==> src/rtl/noc_pkg.sv <==
// rtl/noc_pkg.sv - port indices, flit field helpers and XY route function
package noc_pkg;

    localparam int PORT_N    = 0;
    localparam int PORT_E    = 1;
    localparam int PORT_S    = 2;
    localparam int PORT_W    = 3;
    localparam int PORT_L    = 4;
    localparam int NUM_PORTS = 5;

    function automatic int dst_x_msb(input int datasize);
        return datasize - 1;
    endfunction

    function automatic int dst_y_msb(input int datasize, input int cw);
        return datasize - 1 - cw;
    endfunction

    // Dimension-ordered routing: resolve X first, then Y, then eject locally.
    function automatic logic [2:0] route(input int dst_x, input int dst_y,
                                         input int my_x, input int my_y);
        if (dst_x > my_x)      return 3'(PORT_E);
        else if (dst_x < my_x) return 3'(PORT_W);
        else if (dst_y > my_y) return 3'(PORT_N);
        else if (dst_y < my_y) return 3'(PORT_S);
        else                   return 3'(PORT_L);
    endfunction

endpackage

==> src/rtl/noc_switch_alloc_if.sv <==
// rtl/noc_switch_alloc_if.sv - FIFO-head inputs and output slot bundle of the switch stage
interface noc_switch_alloc_if
    import noc_pkg::*;
#(
    parameter int DATASIZE = 40
);
    logic [NUM_PORTS*DATASIZE-1:0] in_data;
    logic [NUM_PORTS-1:0]          in_valid;
    logic [NUM_PORTS-1:0]          in_ready;
    logic [NUM_PORTS*DATASIZE-1:0] out_data;
    logic [NUM_PORTS-1:0]          out_valid;
    logic [NUM_PORTS-1:0]          out_full;

    modport master (
        output in_data, in_valid, out_full,
        input  in_ready, out_data, out_valid
    );

    modport slave (
        input  in_data, in_valid, out_full,
        output in_ready, out_data, out_valid
    );
endinterface

==> src/rtl/noc_rr_arbiter.sv <==
// rtl/noc_rr_arbiter.sv - five-way round-robin arbiter owning its rotating priority pointer
module noc_rr_arbiter
    import noc_pkg::*;
(
    input  logic                 clk,
    input  logic                 rst_n,
    input  logic [NUM_PORTS-1:0] req,
    input  logic                 en,
    output logic [NUM_PORTS-1:0] gnt
);
    logic [2:0] rr_ptr;
    logic [2:0] start;
    logic [2:0] idx;
    logic [2:0] winner;
    logic       found;

    always_comb begin
        // Pointer codes 5..7 cannot arise but are folded onto 0 for safety.
        start  = (rr_ptr >= 3'(NUM_PORTS)) ? 3'd0 : rr_ptr;
        gnt    = '0;
        winner = '0;
        found  = 1'b0;
        idx    = '0;
        for (int k = 0; k < NUM_PORTS; k++) begin
            idx = 3'((32'(start) + k) % NUM_PORTS);
            if (!found && req[idx]) begin
                found  = 1'b1;
                winner = idx;
            end
        end
        if (en && found)
            gnt[winner] = 1'b1;
    end

    always_ff @(posedge clk or negedge rst_n) begin
        if (!rst_n)
            rr_ptr <= '0;
        else if (en && found)
            rr_ptr <= (winner == 3'(NUM_PORTS - 1)) ? 3'd0 : winner + 3'd1;
    end
endmodule

==> src/rtl/noc_switch_alloc.sv <==
// rtl/noc_switch_alloc.sv - XY route, per-output round-robin allocation and registered output slots
module noc_switch_alloc
    import noc_pkg::*;
#(
    parameter int DATASIZE = 40,
    parameter int CW       = 4,
    parameter int MY_X     = 0,
    parameter int MY_Y     = 0
)(
    input  logic               clk,
    input  logic               rst_n,
    noc_switch_alloc_if.slave  bus
);
    localparam int XM = dst_x_msb(DATASIZE);
    localparam int YM = dst_y_msb(DATASIZE, CW);

    logic [DATASIZE-1:0]  flit      [NUM_PORTS];
    logic [2:0]           route_sel [NUM_PORTS];
    logic [NUM_PORTS-1:0] gnt_all   [NUM_PORTS];
    logic [NUM_PORTS-1:0] ready;

    for (genvar i = 0; i < NUM_PORTS; i++) begin : g_in
        assign flit[i]      = bus.in_data[i*DATASIZE +: DATASIZE];
        assign route_sel[i] = route(32'(flit[i][XM -: CW]), 32'(flit[i][YM -: CW]), MY_X, MY_Y);
    end

    for (genvar o = 0; o < NUM_PORTS; o++) begin : g_out
        logic [NUM_PORTS-1:0] req;
        logic [NUM_PORTS-1:0] gnt;
        logic [DATASIZE-1:0]  win_flit;
        logic [DATASIZE-1:0]  slot_data;
        logic                 slot_valid;
        logic                 en;

        for (genvar i = 0; i < NUM_PORTS; i++) begin : g_req
            assign req[i] = bus.in_valid[i] && (route_sel[i] == 3'(o));
        end

        // A slot that drains this edge can be refilled on the same edge.
        assign en = !slot_valid || !bus.out_full[o];

        noc_rr_arbiter u_arb (
            .clk   (clk),
            .rst_n (rst_n),
            .req   (req),
            .en    (en),
            .gnt   (gnt)
        );

        always_comb begin
            win_flit = '0;
            for (int i = 0; i < NUM_PORTS; i++)
                if (gnt[i]) win_flit = win_flit | flit[i];
        end

        always_ff @(posedge clk or negedge rst_n) begin
            if (!rst_n) begin
                slot_valid <= 1'b0;
                slot_data  <= '0;
            end else if (|gnt) begin
                slot_valid <= 1'b1;
                slot_data  <= win_flit;
            end else if (!bus.out_full[o]) begin
                slot_valid <= 1'b0;
            end
        end

        assign gnt_all[o]                              = gnt;
        assign bus.out_valid[o]                        = slot_valid;
        assign bus.out_data[o*DATASIZE +: DATASIZE]    = slot_data;
    end

    always_comb begin
        ready = '0;
        for (int o = 0; o < NUM_PORTS; o++)
            ready = ready | gnt_all[o];
    end

    assign bus.in_ready = ready;
endmodule

==> src/flat_wrapper.sv <==
// flat-port wrapper written by rule: the top's interface ports become plain ports
module noc_switch_alloc_flat import noc_pkg::*;
#(
    parameter int DATASIZE = 40,
    parameter int CW       = 4,
    parameter int MY_X     = 0,
    parameter int MY_Y     = 0
)
  (clk, rst_n, bus_in_data, bus_in_valid, bus_out_full, bus_in_ready, bus_out_data, bus_out_valid);
  noc_switch_alloc_if #(.DATASIZE(DATASIZE)) bus_i ();
  input  logic clk;
  input  logic rst_n;
  input wire logic [$bits(bus_i.in_data)-1:0] bus_in_data;
  input wire logic [$bits(bus_i.in_valid)-1:0] bus_in_valid;
  input wire logic [$bits(bus_i.out_full)-1:0] bus_out_full;
  output wire logic [$bits(bus_i.in_ready)-1:0] bus_in_ready;
  output wire logic [$bits(bus_i.out_data)-1:0] bus_out_data;
  output wire logic [$bits(bus_i.out_valid)-1:0] bus_out_valid;
  assign bus_i.in_data = bus_in_data;
  assign bus_i.in_valid = bus_in_valid;
  assign bus_i.out_full = bus_out_full;
  assign bus_in_ready = bus_i.in_ready;
  assign bus_out_data = bus_i.out_data;
  assign bus_out_valid = bus_i.out_valid;
  noc_switch_alloc #(.DATASIZE(DATASIZE), .CW(CW), .MY_X(MY_X), .MY_Y(MY_Y)) u_core (.clk(clk), .rst_n(rst_n), .bus(bus_i));
endmodule
==> config.mk <==
export PLATFORM = sky130hd
export DESIGN_NAME = noc_switch_alloc_flat
export DESIGN_NICKNAME = d
export VERILOG_FILES = /design/src/rtl/noc_pkg.sv /design/src/rtl/noc_switch_alloc_if.sv /design/src/rtl/noc_rr_arbiter.sv /design/src/rtl/noc_switch_alloc.sv /design/src/flat_wrapper.sv
export SDC_FILE = /design/constraint.sdc
export NUM_CORES = 1
export LEC_CHECK = 0
export CAP_MARGIN = 40
export CELL_PAD_IN_SITES_DETAIL_PLACEMENT = 1
export CELL_PAD_IN_SITES_GLOBAL_PLACEMENT = 2
export CORE_MARGIN = 2
export CORE_UTILIZATION = 28
export DETAILED_ROUTE_END_ITERATION = 10
export PLACE_DENSITY = 0.8
export SYNTH_ARGS = -nofsm -noshare
export SYNTH_HDL_FRONTEND = slang
export SYNTH_SLANG_ARGS = --single-unit
==> constraint.sdc <==
create_clock -name clk -period 8 [get_ports clk]
set_clock_uncertainty 0.15 [all_clocks]
set_input_delay 1.2 -clock clk [delete_from_list [all_inputs] [get_ports clk]]
set_output_delay 1.2 -clock clk [all_outputs]
set_load 0.01 [all_outputs]
==> run_results.csv, run 1 <==
group,metric,value,unit
global_routing,grt_pass1_wl,93300,um
finish,nNetsFinal,2255,
synth,post-synth-top-count-cell,"nand2_1",
route,drt.antenna.violating_nets,0,
clock_tree,postCtsResizedCells,0,
global_routing,grt_pass1_vias,15100,
finish,stdcell_count,2662,
global_routing,grt_overflow,0,
synth,syn_inst,1716,
pwr,p_leak,7.23,nW
synth,yosysSeqAreaShare,0.236,
worst_setup_path,r2r_start,"u_core.g_out[0].u_arb.rr_ptr[2]",
place,hpwlAfterDp,44600,um
worst_setup_path,critPathCaptureType,"primary output",
sta,rsz0062_at_grt,"no",
synth,yosys_most_used_dff,"dfrtp_1",
worst_setup_path,cp.required,6.65,ns
floorplanning,die_x,228,um
route,vias,14800,
worst_setup_path,critPathCapture,"bus_in_ready[2]",
sta,drv_slew,0,
worst_setup_path,setup.worst_path.start_class,"flip-flop",
worst_setup_path,crit_type,"flip-flop to primary output",
floorplanning,ios,422,
clock_tree,cts.path.max_buffers,2,
place,gp_congestion,0.843,
sta,maxSlewHeadroom,0.388,
finish,utilization,0.372,
route,drt_wl_total,62900,um
sta,post-route-period-util,0.942,
synth,yosysTopAreaCell,"dfrtp_1",
worst_setup_path,rr_worst_depth,21,
global_routing,grtUsageTotal,0.239,
floorplanning,coreArea,49200,um2
pwr,powerDensity,580,nW/um2
worst_setup_path,path_max_fanout,35,
floorplanning,fp.dieH,228,um
global_routing,grt_max_degree,77,
synth,async_reset_ff_frac,1.00,
global_routing,antenna_found_initial,11,
sta,clock.fmax,133,MHz
clock_tree,clk_latency,0.48,ns
synth,synthDistinctLibCells,95,
route,dr.pass1.iters,5,
worst_setup_path,r2r-end,"u_core.g_out[0].slot_data[3]",
pwr,power,10.6,mW
finish,nFillCells,5852,
finish,design_area,18300,um2
synth,synth_edf_count,0,
floorplanning,rows,81,
clock_tree,numCtsBuffers,17,
clock_tree,clockRootBuffer,"clkbuf_16",
route,drtIter0Drc,890,
outcome,status,"complete, no violations",
synth,syn_area_per_cell,8.16,um2
clock_tree,clkSinkCount,132,
clock_tree,clk_pin_slew,0.06,ns
sta,finalCriticalPeriod,7.54,ns
clock_tree,postCtsHoldBufs,0,
floorplanning,initial_utilization,0.285,
run,cap_violations,0,
floorplanning,dieArea,51800,um2
place,dp.cells,2630,
synth,synth_common_cells,"nand2_1, dfrtp_1, nor2_1",
synth,yosys_warnings,0,
worst_setup_path,reg2reg_slack,1.77,ns
synth,ys_ff_latch,132,
hold_path,hold_class,"flip-flop to flip-flop",
worst_setup_path,startpoint,"u_core.g_out[4].u_arb.rr_ptr[2]",
route,vias_per_cell,5.56,
synth,synth_top_area_frac,0.236,
worst_setup_path,slowest_stage,"clkdlybuf4s50_1",
worst_setup_path,cp_cell_sequence,"or3b_1 -> inv_2 -> ha_1 -> inv_1 -> ha_1 -> inv_1 -> ha_1 -> nor2b_1 -> o21ai_0 -> o311ai_0 -> o32ai_2 -> a22oi_2 -> o31a_2 -> buf_4 -> nand2_2 -> o21ai_0 -> clkdlybuf4s50_1",
worst_setup_path,path_common_cell,"ha_1",
route,wl_per_cell,23.6,um
sta,setup_viol,0,
synth,netlist_area,14000,um2
pwr,peakVddDrop,0.000511,V
clock_tree,tritoncts,"yes",
synth,yosys-top-cells-area,"dfrtp_1, mux2_2, mux2i_1, buf_4, ha_1",
finish,syn_to_final_growth,30.7,%
clock_tree,h-tree-depth,4,
route,drc_errors,0,
place,dpl-instance-area,17700,um2
sta,worst_pin_slew,0.918,ns
finish,drive_above_1_share,0.109,
worst_setup_path,cp_slowest_stage_delay,0.66,ns
sta,hold_violations,0,
clock_tree,cts_setup_buffers,0,
worst_setup_path,arrival,6.19,ns
sta,tns,0,ns
place,place.port_buffers,337,
==> worst max-delay path, delay by kind of cell (launching register included) <==
kind                     cells  cell delay, ns
buffers and inverters        5            1.71
adder cells (fa/ha/maj)      3            0.93
AO/OA/AOI/OAI                6            1.61
flip-flops                   1            0.53
AND/OR/NAND/NOR              3            0.88
==> final cells by class <==
class                      instances  area (um2)  area share
tap                              664         831      0.0454
multi-input combinational       1413        9680       0.529
clock buffer                      20         447      0.0244
antenna                            1        2.50    0.000137
sequential                       132        3300       0.180
inverter                          43         169     0.00923
timing repair buffer             378        3720       0.203
clock inverter                    11         153     0.00834
==> registers in the layout, indices dropped and copies added (netlist names) <==
signal / count
u_core.g_out.slot_data: 120
u_core.g_out.slot_valid: 3
u_core.g_out.u_arb.rr_ptr: 9
==> cell families (layout without fill, tap and decap cells) <==
group                      Yosys count  after routing  synth area share
adders and majority gates           58             58            0.0518
and+or+nand+nor                    566            566             0.194
DFF                                132            132             0.236
buffers and inverters              252            452             0.101
muxes                              169            169             0.133
other                                1             83          0.000268
xor gates and xnor gates            10             10           0.00625
AOI/OAI and AO/OA                  528            528             0.278
==> worst min path at each step <==
| stage | cells past startpoint | startpoint | slack (ns) | to |
|---|---|---|---|---|
| global placement | 1 | u_core.g_out[4].slot_data[38] | 0.32 | u_core.g_out[4].slot_data[38] |
| finish | 1 | u_core.g_out[4].slot_data[37] | 0.34 | u_core.g_out[4].slot_data[37] |
| floorplan | 1 | u_core.g_out[0].slot_valid | 0.32 | u_core.g_out[0].slot_valid |
| global route | 1 | u_core.g_out[4].slot_data[33] | 0.36 | u_core.g_out[4].slot_data[33] |
| detailed placement | 1 | u_core.g_out[4].slot_data[37] | 0.32 | u_core.g_out[4].slot_data[37] |
| CTS | 1 | u_core.g_out[4].slot_data[37] | 0.34 | u_core.g_out[4].slot_data[37] |
==> report_power, final <==
part | total (mW) | internal, mW | switching [mW] | leakage [nW]
registers | 1.28 | 1.04 | 0.242 | 1.59
clock network | 0.861 | 0.498 | 0.364 | 0.283
logic | 8.47 | 3.26 | 5.21 | 5.36
total | 10.6 | 4.80 | 5.81 | 7.23
==> cell usage in the layout (no fill, tap or decap), types with 11 or more instances in the layout <==
cell               n
nor2_1           122
ha_1              58
or3_1             14
inv_1             38
and2_1            15
nor4_1            17
o21ai_0          111
o21ai_1           41
o211a_1           38
a221oi_1          22
clkdlybuf4s50_1  334
buf_4             39
o2bb2ai_1         40
mux2i_1           82
dfrtp_1          132
nand2_1          188
nor3_1            20
nor2b_1           21
conb_1            82
nand3_1           94
clkbuf_16         17
a31oi_1           47
nand3b_1          11
a221oi_2          20
nand2b_1          19
mux2_2            81
a21oi_1           38
a22oi_1           42
==> layer usage <==
layer	global-route usage	vias up	wire, um	share of wire
li1	-	6767	-	-
met1	0.303	7498	27400	0.44
met2	0.394	435	29800	0.47
met3	0.0693	85	4320	0.069
met4	0.0668	18	1270	0.020
met5	0	-	119	0.0019
==> metrics by stage <==
step | setup slack, ns | hold WS [ns]
6_report | 0.461 | 0.339
5_1_grt | 0.0676 | 0.355
4_1_cts | 0.0973 | 0.341
3_5_place_dp | 0.663 | 0.321
3_3_place_gp | 0.786 | 0.321
2_1_floorplan | 1.78 | 0.323
Note: power is estimated with default switching activity, not from simulation.
==> run 2: changes to the inputs <==
--- a/config.mk
+++ b/config.mk
@@ -5,13 +5,15 @@
 export SDC_FILE = /design/constraint.sdc
 export NUM_CORES = 1
 export LEC_CHECK = 0
+export ABC_AREA = 1
 export CAP_MARGIN = 40
 export CELL_PAD_IN_SITES_DETAIL_PLACEMENT = 1
 export CELL_PAD_IN_SITES_GLOBAL_PLACEMENT = 2
 export CORE_MARGIN = 2
-export CORE_UTILIZATION = 28
+export CORE_UTILIZATION = 24
 export DETAILED_ROUTE_END_ITERATION = 10
-export PLACE_DENSITY = 0.8
+export PLACE_DENSITY = 0.78
+export RECOVER_POWER = 25
 export SYNTH_ARGS = -nofsm -noshare
 export SYNTH_HDL_FRONTEND = slang
 export SYNTH_SLANG_ARGS = --single-unit
==> run 2 against run 1 <==
The flow now finishes with violations (capacitance limit, slew limit). Cell count up 27%. Sequential cell count is the same. First-iteration DRC count rose by 10%. Non-clock buffer count down 10. Core utilization shrank 5.4 points. Critical path type unchanged. Wire length grew 12%. Via count grew 12%. Count of clock-buffer cells in the layout did not move. Design area is 0.36% lower. Global-route usage shrank 0.44 points.
==> run_results.csv, run 2 <==
group,metric,value,unit
outcome,status,"finished with violations",
global_routing,grt_pass1_wl,106000,um
floorplanning,coreArea,57400,um2
synth,netlist_area,13900,um2
route,drc_errors,0,
hold_path,hold_class,"flip-flop to flip-flop",
synth,async_reset_ff_frac,1.00,
synth,synth_common_cells,"nand2_1, nand3_1, nor2_1",
clock_tree,clkSinkCount,132,
sta,post-route-period-util,0.928,
floorplanning,rows,88,
clock_tree,numCtsBuffers,17,
clock_tree,postCtsHoldBufs,0,
floorplanning,fp.dieH,244,um
finish,nNetsFinal,2861,
hold_path,hold_start,"u_core.g_out[4].slot_data[34]",
floorplanning,die_x,244,um
synth,ys_ff_latch,132,
worst_setup_path,cp.required,6.65,ns
place,hpwlAfterDp,49900,um
route,drt.antenna.violating_nets,0,
clock_tree,h-tree-depth,4,
global_routing,grt_max_degree,52,
place,gp_congestion,0.855,
sta,setup_viol,0,
clock_tree,clk_latency,0.49,ns
route,dr.pass1.iters,5,
clock_tree,cts.path.max_buffers,2,
global_routing,grtUsageTotal,0.235,
sta,clock.fmax,135,MHz
synth,yosysTopAreaCell,"dfrtp_1",
sta,hold_violations,0,
finish,largest_reg_flops,120,
finish,design_area,18200,um2
synth,yosys_most_used_dff,"dfrtp_1",
floorplanning,initial_utilization,0.241,
synth,synth_edf_count,0,
finish,layout_commonest_cell,"nand2_1",
finish,ff_latch_area,3300,um2
route,drtIter0Drc,981,
worst_setup_path,path_max_fanout,28,
worst_setup_path,reg2reg_slack,1.34,ns
worst_setup_path,startpoint,"u_core.g_out[0].u_arb.rr_ptr[0]",
sta,drv_slew,85,
synth,yosysSeqAreaShare,0.238,
synth,synthDistinctLibCells,45,
worst_setup_path,r2r_start,"u_core.g_out[1].u_arb.rr_ptr[2]",
finish,largest_register,"u_core.g_out.slot_data",
global_routing,grt_overflow,0,
synth,syn_area_per_cell,6.01,um2
run,cap_violations,3,
finish,utilization,0.318,
finish,drive_above_1_share,0.0572,
outcome,violations,"capacitance limit, slew limit",
route,drt_wl_total,70400,um
global_routing,grt_pass1_vias,17300,
worst_setup_path,path_common_cell,"nand2_1",
clock_tree,clockRootBuffer,"clkbuf_16",
sta,tns,0,ns
finish,top_regs,"u_core.g_out.slot_data: 120 flops, u_core.g_out.u_arb.rr_ptr: 9 flops, u_core.g_out.slot_valid: 3 flops",
finish,multiInputGateArea,8850,um2
route,vias,16600,
worst_setup_path,cp_slowest_stage_delay,0.57,ns
global_routing,antenna_found_initial,6,
worst_setup_path,critPathCaptureType,"primary output",
finish,mostFrequentLayoutCells,"nand2_1, nand3_1, clkdlybuf4s50_1",
clock_tree,tritoncts,"yes",
sta,rsz0062_at_grt,"no",
worst_setup_path,arrival,6.07,ns
synth,syn_inst,2303,
worst_setup_path,slowest_stage,"clkdlybuf4s50_1",
floorplanning,dieArea,59600,um2
worst_setup_path,crit_type,"flip-flop to primary output",
floorplanning,ios,422,
place,dpl-instance-area,17600,um2
sta,maxSlewHeadroom,-1.17,
synth,synth_top_area_frac,0.238,
worst_setup_path,setup.worst_path.start_class,"flip-flop",
synth,post-synth-top-count-cell,"nand2_1",
place,place.port_buffers,337,
route,wl_per_cell,20.9,um
finish,syn_to_final_growth,31.7,%
route,vias_per_cell,4.91,
synth,yosys_warnings,0,
sta,worst_pin_slew,3.26,ns
clock_tree,clk_pin_slew,0.07,ns
synth,yosys-top-cells-area,"dfrtp_1, nand2_1, nand3_1, nor2_1, a21oi_1",
sta,finalCriticalPeriod,7.42,ns
finish,nFillCells,7321,
-- run 2: logic make-up (layout without fill, tap and decap cells) --
kind of cell / after synthesis / after routing / share of synthesized area
xor gates and xnor gates: 10 / 10 / 0.00632
other: 1 / 87 / 0.000271
AOI/OAI and AO/OA: 295 / 295 / 0.112
and+or+nand+nor: 1398 / 1398 / 0.441
buffers and inverters: 408 / 628 / 0.149
DFF: 132 / 132 / 0.238
adders and majority gates: 58 / 58 / 0.0524
muxes: 1 / 1 / 0.000723
-- run 2: final timing paths --
path | depth (start not counted) | to
worst min register to register | 2 | u_core.g_out[4].slot_data[34]
worst max register to register | 31 | u_core.g_out[1].slot_data[0]
min in group asynchronous | 1 | u_core.g_out[4].slot_data[24]
max in group asynchronous | 3 | u_core.g_out[4].slot_data[0]
worst max-delay path | 29 | bus_in_ready[4]
worst min-delay path | 2 | u_core.g_out[4].slot_data[34]
-- run 2: stage by stage --
stage | std cells | setup slack [ns] | hold WS [ns]
after floorplan | 2384 | 2.57 | 0.321
after global placement | 3334 | 1.25 | 0.332
after detailed placement | 3337 | 1.05 | 0.339
after CTS | 3369 | 0.454 | 0.349
after global routing | 3374 | 0.00928 | 0.372
final | 3374 | 0.580 | 0.347
-- run 2: per-layer routing --
metal,share of wire,track usage
met1,0.44,0.299
met5,0.00018,0
met2,0.47,0.395
met3,0.051,0.0432
met4,0.031,0.0820
-- run 2: cell type report --
class                           instances  area share
Antenna cell                            5    0.000686
Clock buffer                           20      0.0256
Clock inverter                         12     0.00844
Inverter                              228      0.0472
Multi-Input combinational cell       1844       0.485
Sequential cell                       132       0.181
Tap cell                              765      0.0525
Timing Repair Buffer                  368       0.199
-- run 2: what timing repair did --
| action | in CTS | in global routing |
|---|---|---|
| endpoints found under the setup margin | 0 | 1 |
| gates resized for setup | 0 | 3 |
| setup buffers | 0 | 0 |
-- run 2: worst max-delay path, delay by kind of cell (launching register included) --
kind / cells / cell delay [ns]
XOR/XNOR: 1 / 0.25
adder cells (fa/ha/maj): 3 / 0.62
buffers and inverters: 8 / 1.76
flip-flops: 1 / 0.41
AND/OR/NAND/NOR: 17 / 2.47
Power of run 2 is left out: the tool's default activity adds up to more than one toggle a clock period on the data nets, which glitch-free logic cannot reach.
==> run 3: changes to the inputs <==
==> constraint.sdc (replaced) <==
create_clock -name clk -period 7.2 [get_ports clk]
set_clock_uncertainty 0.15 [all_clocks]
set_input_delay 1.08 -clock clk [delete_from_list [all_inputs] [get_ports clk]]
set_output_delay 1.08 -clock clk [all_outputs]
set_load 0.01 [all_outputs]
==> run 3 against run 2 <==
Register-to-register slack lost 0.09 ns. Highest routed layer unchanged. Non-clock buffer count grew 9. Via count grew 0.79%. Sequential cell count is the same. The flow still finishes with violations (capacitance limit, slew limit). Hold slack lost 0.0045 ns. Die area is the same. Sequential share of layout area shrank 0.16 points. Count of clock-buffer cells in the layout grew 2. Critical path depth grew 1. Critical endpoint is now bus_in_ready[1]. Cell count grew 0.36%. Largest cell class unchanged. Wire length shrank 0.37%. Core utilization grew 0.30 points.
==> run_results.csv, run 3 (synthesis results as in run 2) <==
group,metric,value,unit
outcome,status,"finished with violations",
outcome,violations,"capacitance limit, slew limit",
route,drt_wl_total,70100,um
worst_setup_path,r2r-end,"u_core.g_out[1].slot_data[14]",
hold_path,hold_class,"flip-flop to flip-flop",
run,cap_violations,2,
sta,rsz0062_at_grt,"no",
worst_setup_path,crit_type,"flip-flop to primary output",
route,drc_errors,0,
worst_setup_path,r2r_start,"u_core.g_out[1].u_arb.rr_ptr[2]",
worst_setup_path,setup.worst_path.start_class,"flip-flop",
sta,worst_pin_slew,4.65,ns
floorplanning,dieArea,59600,um2
sta,fin_ws,0.467,ns
clock_tree,tritoncts,"yes",
finish,syn_to_final_growth,32.9,%
sta,post-route-period-util,0.935,
sta,hold_violations,0,
global_routing,grt_pass1_wl,105000,um
sta,tns,0,ns
clock_tree,clk_latency,0.50,ns
global_routing,antenna_found_initial,8,
sta,setup_viol,0,
hold_path,hold_start,"u_core.g_out[4].slot_data[38]",
route,vias_per_cell,4.93,
sta,clock.fmax,149,MHz
place,gp_congestion,0.862,
route,wl_per_cell,20.7,um
worst_setup_path,rr_worst_depth,31,
finish,nNetsFinal,2870,
floorplanning,coreArea,57400,um2
route,vias,16700,
finish,drive_above_1_share,0.0643,
floorplanning,initial_utilization,0.241,
clock_tree,numCtsBuffers,17,
finish,largest_register,"u_core.g_out.slot_data",
global_routing,grt_pass1_vias,17400,
global_routing,grtUsageTotal,0.232,
floorplanning,rows,88,
worst_setup_path,arrival,5.50,ns
finish,top_regs,"u_core.g_out.slot_data: 120 flops, u_core.g_out.u_arb.rr_ptr: 9 flops, u_core.g_out.slot_valid: 3 flops",
sta,maxSlewHeadroom,-2.10,
worst_setup_path,critPathCaptureType,"primary output",
clock_tree,cts.path.max_buffers,2,
finish,mostFrequentLayoutCells,"nand2_1, nand3_1, clkdlybuf4s50_1",
worst_setup_path,cp.required,5.97,ns
worst_setup_path,path_max_fanout,9,
hold_path,min_to,"u_core.g_out[4].slot_data[38]",
global_routing,grt_max_degree,74,
floorplanning,ios,422,
floorplanning,die_x,244,um
route,dr.pass1.iters,4,
clock_tree,h-tree-depth,4,
clock_tree,postCtsHoldBufs,0,
place,dp_worst_setup_slack,0.486,ns
clock_tree,clkSinkCount,132,
finish,layout_commonest_cell,"nand2_1",
place,dpl-instance-area,17700,um2
worst_setup_path,path_common_cell,"nand2_1",
global_routing,grt_overflow,0,
place,place.port_buffers,337,
finish,design_area,18400,um2
worst_setup_path,reg2reg_slack,1.25,ns
finish,largest_reg_flops,120,
clock_tree,clk_pin_slew,0.07,ns
worst_setup_path,cp_slowest_stage_delay,0.54,ns
route,drtIter0Drc,1000,
finish,utilization,0.321,
place,hpwlAfterDp,49800,um
sta,finalCriticalPeriod,6.73,ns
clock_tree,clockRootBuffer,"clkbuf_16",
sta,drv_slew,95,
route,drt.antenna.violating_nets,0,
worst_setup_path,slowest_stage,"clkdlybuf4s50_1",
hold_path,holdPathStages,2,
floorplanning,fp.dieH,244,um
-- run 3: changes by cell type in the layout (fill, tap and decap cells not counted), sizes merged --
cell	before	now
buf	29	39
bufinv	3	4
clkbuf	23	24
clkdlybuf4s50	336	335
clkinv	6	2
diode	5	8
dlymetal6s2s	0	1
inv	228	229
-- run 3: routing by layer --
layer | vias up | global-route usage | routed length (um)
met1 | 8233 | 0.290 | 30800
met3 | 100 | 0.0380 | 3470
li1 | 7884 | - | -
met4 | 2 | 0.0916 | 1980
met2 | 464 | 0.396 | 33900
met5 | - | 0 | 13
-- run 3: per-stage QoR --
step	std cells	hold slack, ns
floorplan	2384	0.321
global placement	3339	0.332
detailed placement	3342	0.336
CTS	3376	0.347
global route	3385	0.369
finish	3386	0.343
-- run 3: worst max-delay path by stage --
stage	startpoint	endpoint
3_5_place_dp	u_core.g_out[1].u_arb.rr_ptr[2]	bus_in_ready[2]
3_3_place_gp	u_core.g_out[1].u_arb.rr_ptr[2]	bus_in_ready[2]
6_report	u_core.g_out[1].u_arb.rr_ptr[2]	bus_in_ready[1]
4_1_cts	u_core.g_out[1].u_arb.rr_ptr[2]	bus_in_ready[1]
5_1_grt	u_core.g_out[4].u_arb.rr_ptr[2]	bus_in_ready[1]
2_1_floorplan	u_core.g_out[1].u_arb.rr_ptr[2]	bus_in_ready[4]
-- run 3: cell type report --
cell class              count  area, um2
fillers                  7341      39000
multi-input cells        1844       8880
repair buffers            377       3720
flip-flops and latches    132       3300
well taps                 765        957
inverters                 228        865
clock buffers              22        494
clock inverters            10        166
diodes                      8       20.0
-- run 3: worst max-delay path: cells and delay by family (launching register included) --
kind / cells / cell delay, ns
xor+xnor: 1 / 0.23
fa+ha+maj: 3 / 0.89
buf+inv: 6 / 1.13
flops: 1 / 0.46
simple gates: 20 / 2.28
-- run 3: repair_timing --
action | 4_1_cts | 5_1_grt
endpoints found under the setup margin | 2 | 5
cloned | 0 | 0
gates resized for setup | 0 | 15
pin swaps | 1 | 0
setup buffers | 2 | 2
Power of run 3 is left out for the same reason.
